`src/rtl/keypad_scan_ctrl.sv`:
```
// Keypad matrix scanner: walks an active-low column, synchronises the rows, debounces
// press and release on dwell ticks and emits one encoded event per accepted press.
module keypad_scan_ctrl #(
  parameter int NUM_COLS    = 4,
  parameter int NUM_ROWS    = 4,
  parameter int DWELL       = 1000,
  parameter int DEBOUNCE    = 4,
  parameter int SYNC_STAGES = 2,
  localparam int COL_W  = $clog2(NUM_COLS),
  localparam int CODE_W = $clog2(NUM_COLS * NUM_ROWS)
) (
  input  logic                clk,
  input  logic                reset,
  input  logic                scan_en,
  input  logic [NUM_ROWS-1:0] rows_n,
  output logic [NUM_COLS-1:0] cols_n,
  output logic [COL_W-1:0]    col_idx,
  output logic [CODE_W-1:0]   key_code,
  output logic                key_valid,
  output logic                key_held,
  output logic                multi_key
);

  localparam int ROW_W = (NUM_ROWS > 1) ? $clog2(NUM_ROWS) : 1;
  localparam int CNT_W = (DWELL > 1) ? $clog2(DWELL) : 1;
  localparam int DBC_W = $clog2(DEBOUNCE + 1);

  typedef enum logic [1:0] {ST_SCAN, ST_DEB, ST_HELD, ST_REL} state_t;

  state_t              state, state_nxt;
  logic [NUM_ROWS-1:0] sync_p [SYNC_STAGES];
  logic [NUM_ROWS-1:0] rs_n;
  logic [CNT_W-1:0]    cnt, cnt_nxt;
  logic [DBC_W-1:0]    dbc, dbc_nxt, dbc_inc;
  logic [ROW_W-1:0]    row_sel, row_nxt, low_row;
  logic [COL_W-1:0]    col_nxt;
  logic [CODE_W-1:0]   code_nxt;
  logic                valid_nxt, held_nxt, multi_nxt;
  logic                tick, any_low, multi_low, accept, leave;

  function automatic logic [COL_W-1:0] col_inc(input logic [COL_W-1:0] c);
    return (c == COL_W'(NUM_COLS - 1)) ? '0 : c + 1'b1;
  endfunction

  function automatic logic [CODE_W-1:0] encode(input logic [ROW_W-1:0] r,
                                                input logic [COL_W-1:0] c);
    return CODE_W'(r) * CODE_W'(NUM_COLS) + CODE_W'(c);
  endfunction

  assign cols_n  = scan_en ? ~(NUM_COLS'(1) << col_idx) : '1;
  assign rs_n    = sync_p[SYNC_STAGES-1];
  assign tick    = (cnt == CNT_W'(DWELL - 1));
  assign dbc_inc = dbc + 1'b1;

  // row synchroniser
  always_ff @(posedge clk or negedge reset) begin
    if (!reset) begin
      for (int i = 0; i < SYNC_STAGES; i++) sync_p[i] <= '1;
    end else begin
      sync_p[0] <= rows_n;
      for (int i = 1; i < SYNC_STAGES; i++) sync_p[i] <= sync_p[i-1];
    end
  end

  // lowest pressed row wins; a second low row flags a multi-key condition
  always_comb begin
    any_low   = 1'b0;
    multi_low = 1'b0;
    low_row   = '0;
    for (int i = 0; i < NUM_ROWS; i++) begin
      if (!rs_n[i]) begin
        if (any_low) multi_low = 1'b1;
        else         low_row   = ROW_W'(i);
        any_low = 1'b1;
      end
    end
  end

  always_comb begin
    state_nxt = state;
    cnt_nxt   = tick ? '0 : cnt + 1'b1;
    dbc_nxt   = dbc;
    row_nxt   = row_sel;
    col_nxt   = col_idx;
    code_nxt  = key_code;
    valid_nxt = 1'b0;
    held_nxt  = key_held;
    multi_nxt = multi_key;
    accept    = 1'b0;
    leave     = 1'b0;
    if (!scan_en) begin
      state_nxt = ST_SCAN;
      cnt_nxt   = '0;
      dbc_nxt   = '0;
      col_nxt   = '0;
      held_nxt  = 1'b0;
      multi_nxt = 1'b0;
    end else if (tick) begin
      unique case (state)
        ST_SCAN: begin
          if (!any_low) begin
            col_nxt = col_inc(col_idx);
          end else begin
            row_nxt   = low_row;
            multi_nxt = multi_low;
            dbc_nxt   = DBC_W'(1);
            if (DEBOUNCE == 1) accept = 1'b1;
            else               state_nxt = ST_DEB;
          end
        end
        ST_DEB: begin
          if (!rs_n[row_sel]) begin
            dbc_nxt = dbc_inc;
            if (dbc_inc == DBC_W'(DEBOUNCE)) accept = 1'b1;
          end else begin
            state_nxt = ST_SCAN;
            multi_nxt = 1'b0;
            col_nxt   = col_inc(col_idx);
          end
        end
        ST_HELD: begin
          if (rs_n[row_sel]) begin
            dbc_nxt = DBC_W'(1);
            if (DEBOUNCE == 1) leave = 1'b1;
            else               state_nxt = ST_REL;
          end
        end
        ST_REL: begin
          if (rs_n[row_sel]) begin
            dbc_nxt = dbc_inc;
            if (dbc_inc == DBC_W'(DEBOUNCE)) leave = 1'b1;
          end else begin
            state_nxt = ST_HELD;
          end
        end
        default: state_nxt = ST_SCAN;
      endcase
      if (accept) begin
        state_nxt = ST_HELD;
        code_nxt  = encode(row_nxt, col_idx);
        valid_nxt = 1'b1;
        held_nxt  = 1'b1;
      end
      if (leave) begin
        state_nxt = ST_SCAN;
        held_nxt  = 1'b0;
        multi_nxt = 1'b0;
        col_nxt   = col_inc(col_idx);
      end
    end
  end

  always_ff @(posedge clk or negedge reset) begin
    if (!reset) begin
      state     <= ST_SCAN;
      cnt       <= '0;
      dbc       <= '0;
      row_sel   <= '0;
      col_idx   <= '0;
      key_code  <= '0;
      key_valid <= 1'b0;
      key_held  <= 1'b0;
      multi_key <= 1'b0;
    end else begin
      state     <= state_nxt;
      cnt       <= cnt_nxt;
      dbc       <= dbc_nxt;
      row_sel   <= row_nxt;
      col_idx   <= col_nxt;
      key_code  <= code_nxt;
      key_valid <= valid_nxt;
      key_held  <= held_nxt;
      multi_key <= multi_nxt;
    end
  end

endmodule
```
`config.mk`:
```
export PLATFORM = sky130hd
export DESIGN_NAME = keypad_scan_ctrl
export DESIGN_NICKNAME = d
export VERILOG_FILES = /design/src/rtl/keypad_scan_ctrl.sv
export SDC_FILE = /design/constraint.sdc
export NUM_CORES = 1
export LEC_CHECK = 0
export BUFFER_PORTS_ARGS = -buffer_cell sky130_fd_sc_hd__buf_2
export CAP_MARGIN = 20
export CORE_ASPECT_RATIO = 0.9
export CORE_MARGIN = 2
export CORE_UTILIZATION = 61
export DETAILED_ROUTE_END_ITERATION = 16
export GPL_ROUTABILITY_DRIVEN = 0
export PLACE_DENSITY = 0.83
export SKIP_LAST_GASP = 1
export SYNTH_ARGS = -nofsm -noshare
export SYNTH_HDL_FRONTEND = slang
export SYNTH_SLANG_ARGS = --single-unit
```
`constraint.sdc`:
```
create_clock -name clk -period 4.76 [get_ports clk]
set_input_delay 0.714 -clock clk [delete_from_list [all_inputs] [get_ports clk]]
set_output_delay 0.714 -clock clk [all_outputs]
set_load 0.01 [all_outputs]
```
==> flow_summary.toml <==
[outcome]
status = "finished, final reports clean"

[yosys]
ys.flop_type = "dfrtp_1"
yosys.area.top_type = "dfrtp_1"
yosys_warnings = 0
synthSimpleGateAreaFrac_pct = 19.8
synthXorXnorAreaFrac_pct = 3.71
synth_top_family_by_area = "simple AND/OR/NAND/NOR gates"
netlist_area_um2 = 1650
synthAdderAreaFrac_pct = 5.30
syn_nets = 172
synth_edf_count = 0
synth-compound-area-share_pct = 10.5
synth_common_cells = "dfrtp_1, nand2_1, a21oi_1"
synth-async-reset-ratio_pct = 100
post_synth_num_cell_types = 38
synth.most_common_cell = "dfrtp_1"
muxShareOfSynthArea_pct = 5.90
avgSynthCellArea_um2 = 10.5
synth_top_area_share_pct = 39.3
seq_area_frac_synth_pct = 52.0
synth.area.top_cells = "dfrtp_1, dfstp_2, ha_1"
synthCells = 158
ys_seq_elements = 34

[layout]
nets = 194
postLayoutCellArea_um2 = 1880
diodes = 0
area_growth_syn_to_layout_pct = 13.5
drive_gt1_share_pct = 25.4

[critical_path]
worstPathArrival_ns = 2.68
reg2reg_from = "cnt[0]"
crit_family = "simple AND/OR/NAND/NOR gates"
crit_buf_inv = 0
critPathLaunch = "cnt[0]"
critical_path.slowest_cell = "nor4_1"
critPathKind = "flip-flop to flip-flop"
crit_path_end_kind = "flip-flop"
path_cells = "ha_1, nand3b_1, nor4_1, o211ai_1, or2_2, a21oi_1"
crit_fanout = 5
required_ns = 5.02
cp_slowest_stage_delay_ns = 0.62
startpoint_type = "flip-flop"

[route]
drt_pass1_iterations = 4
drtAntennaViolNets = 0
vias = 1264
wl_per_cell_um = 15.3
first_iter_violations = 58
routed_wl_um = 3200
drc = 0
drt-vias-per-instance = 6.05

[grt]
grt_usage_pct = 24.3
grt_pass1_vias = 1214
antenna_found_initial = 0
grt_max_degree = 35
grt_overflow = 0
grt_pass1_wl_um = 5460

[sta]
finalSetupTns_ns = 0
fmax_mhz = 413
skew_ns = 0.00360
period_share_pct = 50.8
relSlewSlack_pct = 46.0
final_max_slew_viol_count = 0
setup_violations = 0
holdWs_ns = 0.361
rsz0062_at_grt = "no"
min_period_ns = 2.42
hold_viol = 0
tightest_slew_ns = 0.803

[cts]
cts_buffer_depth = 2
cts.sinks = 34
clk_pin_slew_ns = 0.10
cts_hold_buf = 0
clkLatencyLatePin_ns = 0.34
ctsHtreeMaxLevel = 2
post-cts-setup-buffers = 0
cts_resized = 0
cts_tree = "yes"
cts_buffers = 5
root_buffer = "clkbuf_4"

[floorplan]
start_util_pct = 65.9
chipWidth_um = 58.9
core_area_um2 = 2510
fp.dieArea_um2 = 3140
die_h_um = 53.4
rows = 17
ios = 20

[place]
placed_cell_area_um2 = 1770
portBuffers = 19
dp_hpwl_um = 2290

[power_and_ir_drop]
ir_drop_mv = 0.290
p_per_area_nw_per_um2 = 320
leakagePower_uw = 0.000889
power_uw = 600

[min_path]
hold_start = "sync_p[6]"
hold_path_class = "flip-flop to flip-flop"

[run]
drv_cap = 0
[per-layer routing]
layer	wire, µm	share of wire [%]	global-route usage [%]	vias up
li1	-	-	-	603
met1	1350	42	30.9	594
met2	1530	48	37.8	54
met3	221	6.9	6.11	13
met4	89	2.8	13.6	0
met5	0	0	0	-
[per-stage QoR]
stage	util, %	instances	setup WS [ns]
floorplan	-	158	2.68
global placement	70.3	201	2.53
detailed placement	70.3	201	2.42
CTS	74.8	209	2.35
global route	74.8	209	2.17
finish	74.8	209	2.34
[placed cells by master, fill, tap and decap left out, types with 2 or more instances in the layout]
master	Yosys	final
mux2_2	4	4
bufinv_16	0	2
clkbuf_4	0	5
nor4_1	3	3
nand3_1	7	7
xor2_1	6	6
dfstp_2	8	8
nor2_1	12	12
a21oi_1	13	13
o21ai_0	6	6
or3_1	3	3
ha_1	7	7
nand2_1	20	20
inv_1	7	7
nor3_1	2	2
and3_1	3	3
buf_2	0	19
dfrtp_1	26	26
and3_2	2	2
nand3b_1	2	2
mux2i_1	3	3
o211ai_1	3	3
[power breakdown]
part,leakage [µW],internal [µW],switching [µW],total (µW)
Clock,0.0000585,178,96.6,274
Combinational,0.000386,7.46,16.2,23.7
Sequential,0.000445,297,4.88,302
Total,0.000889,482,118,600
[state kept, by name, summed over array words and instances, names as in the netlist]
name / flops
row_sel: 2
key_code: 4
sync_p: 4
key_valid: 1
dbc: 3
rs_n: 4
multi_key: 1
col_idx: 2
cnt: 10
key_held: 1
state: 2
[logic make-up (layout without fill, tap and decap cells)]
family / Yosys count / count (layout)
simple gates: 62 / 62
flops: 34 / 34
compound gates: 29 / 29
buf+inv: 11 / 34
mux: 8 / 8
fa+ha+maj: 7 / 7
xor+xnor: 7 / 7
[layout make-up]
class | instances | area (µm²)
inverters | 7 | 26.3
repair buffers | 19 | 95.1
clock inverters | 2 | 60.1
multi-input cells | 113 | 748
flip-flops and latches | 34 | 861
well taps | 28 | 35.0
fillers | 178 | 633
clock buffers | 6 | 51.3
[final timing paths]
path                             end  slack [ns]  cells after the start
max                           dbc[1]        2.34                      6
min                          rs_n[2]        0.36                      0
max reg2reg                   dbc[1]        2.34                      6
min reg2reg                  rs_n[2]        0.36                      0
max in group asynchronous  multi_key        3.90                      1
min in group asynchronous     cnt[8]        0.41                      1
(Power assumes the default switching activity.)
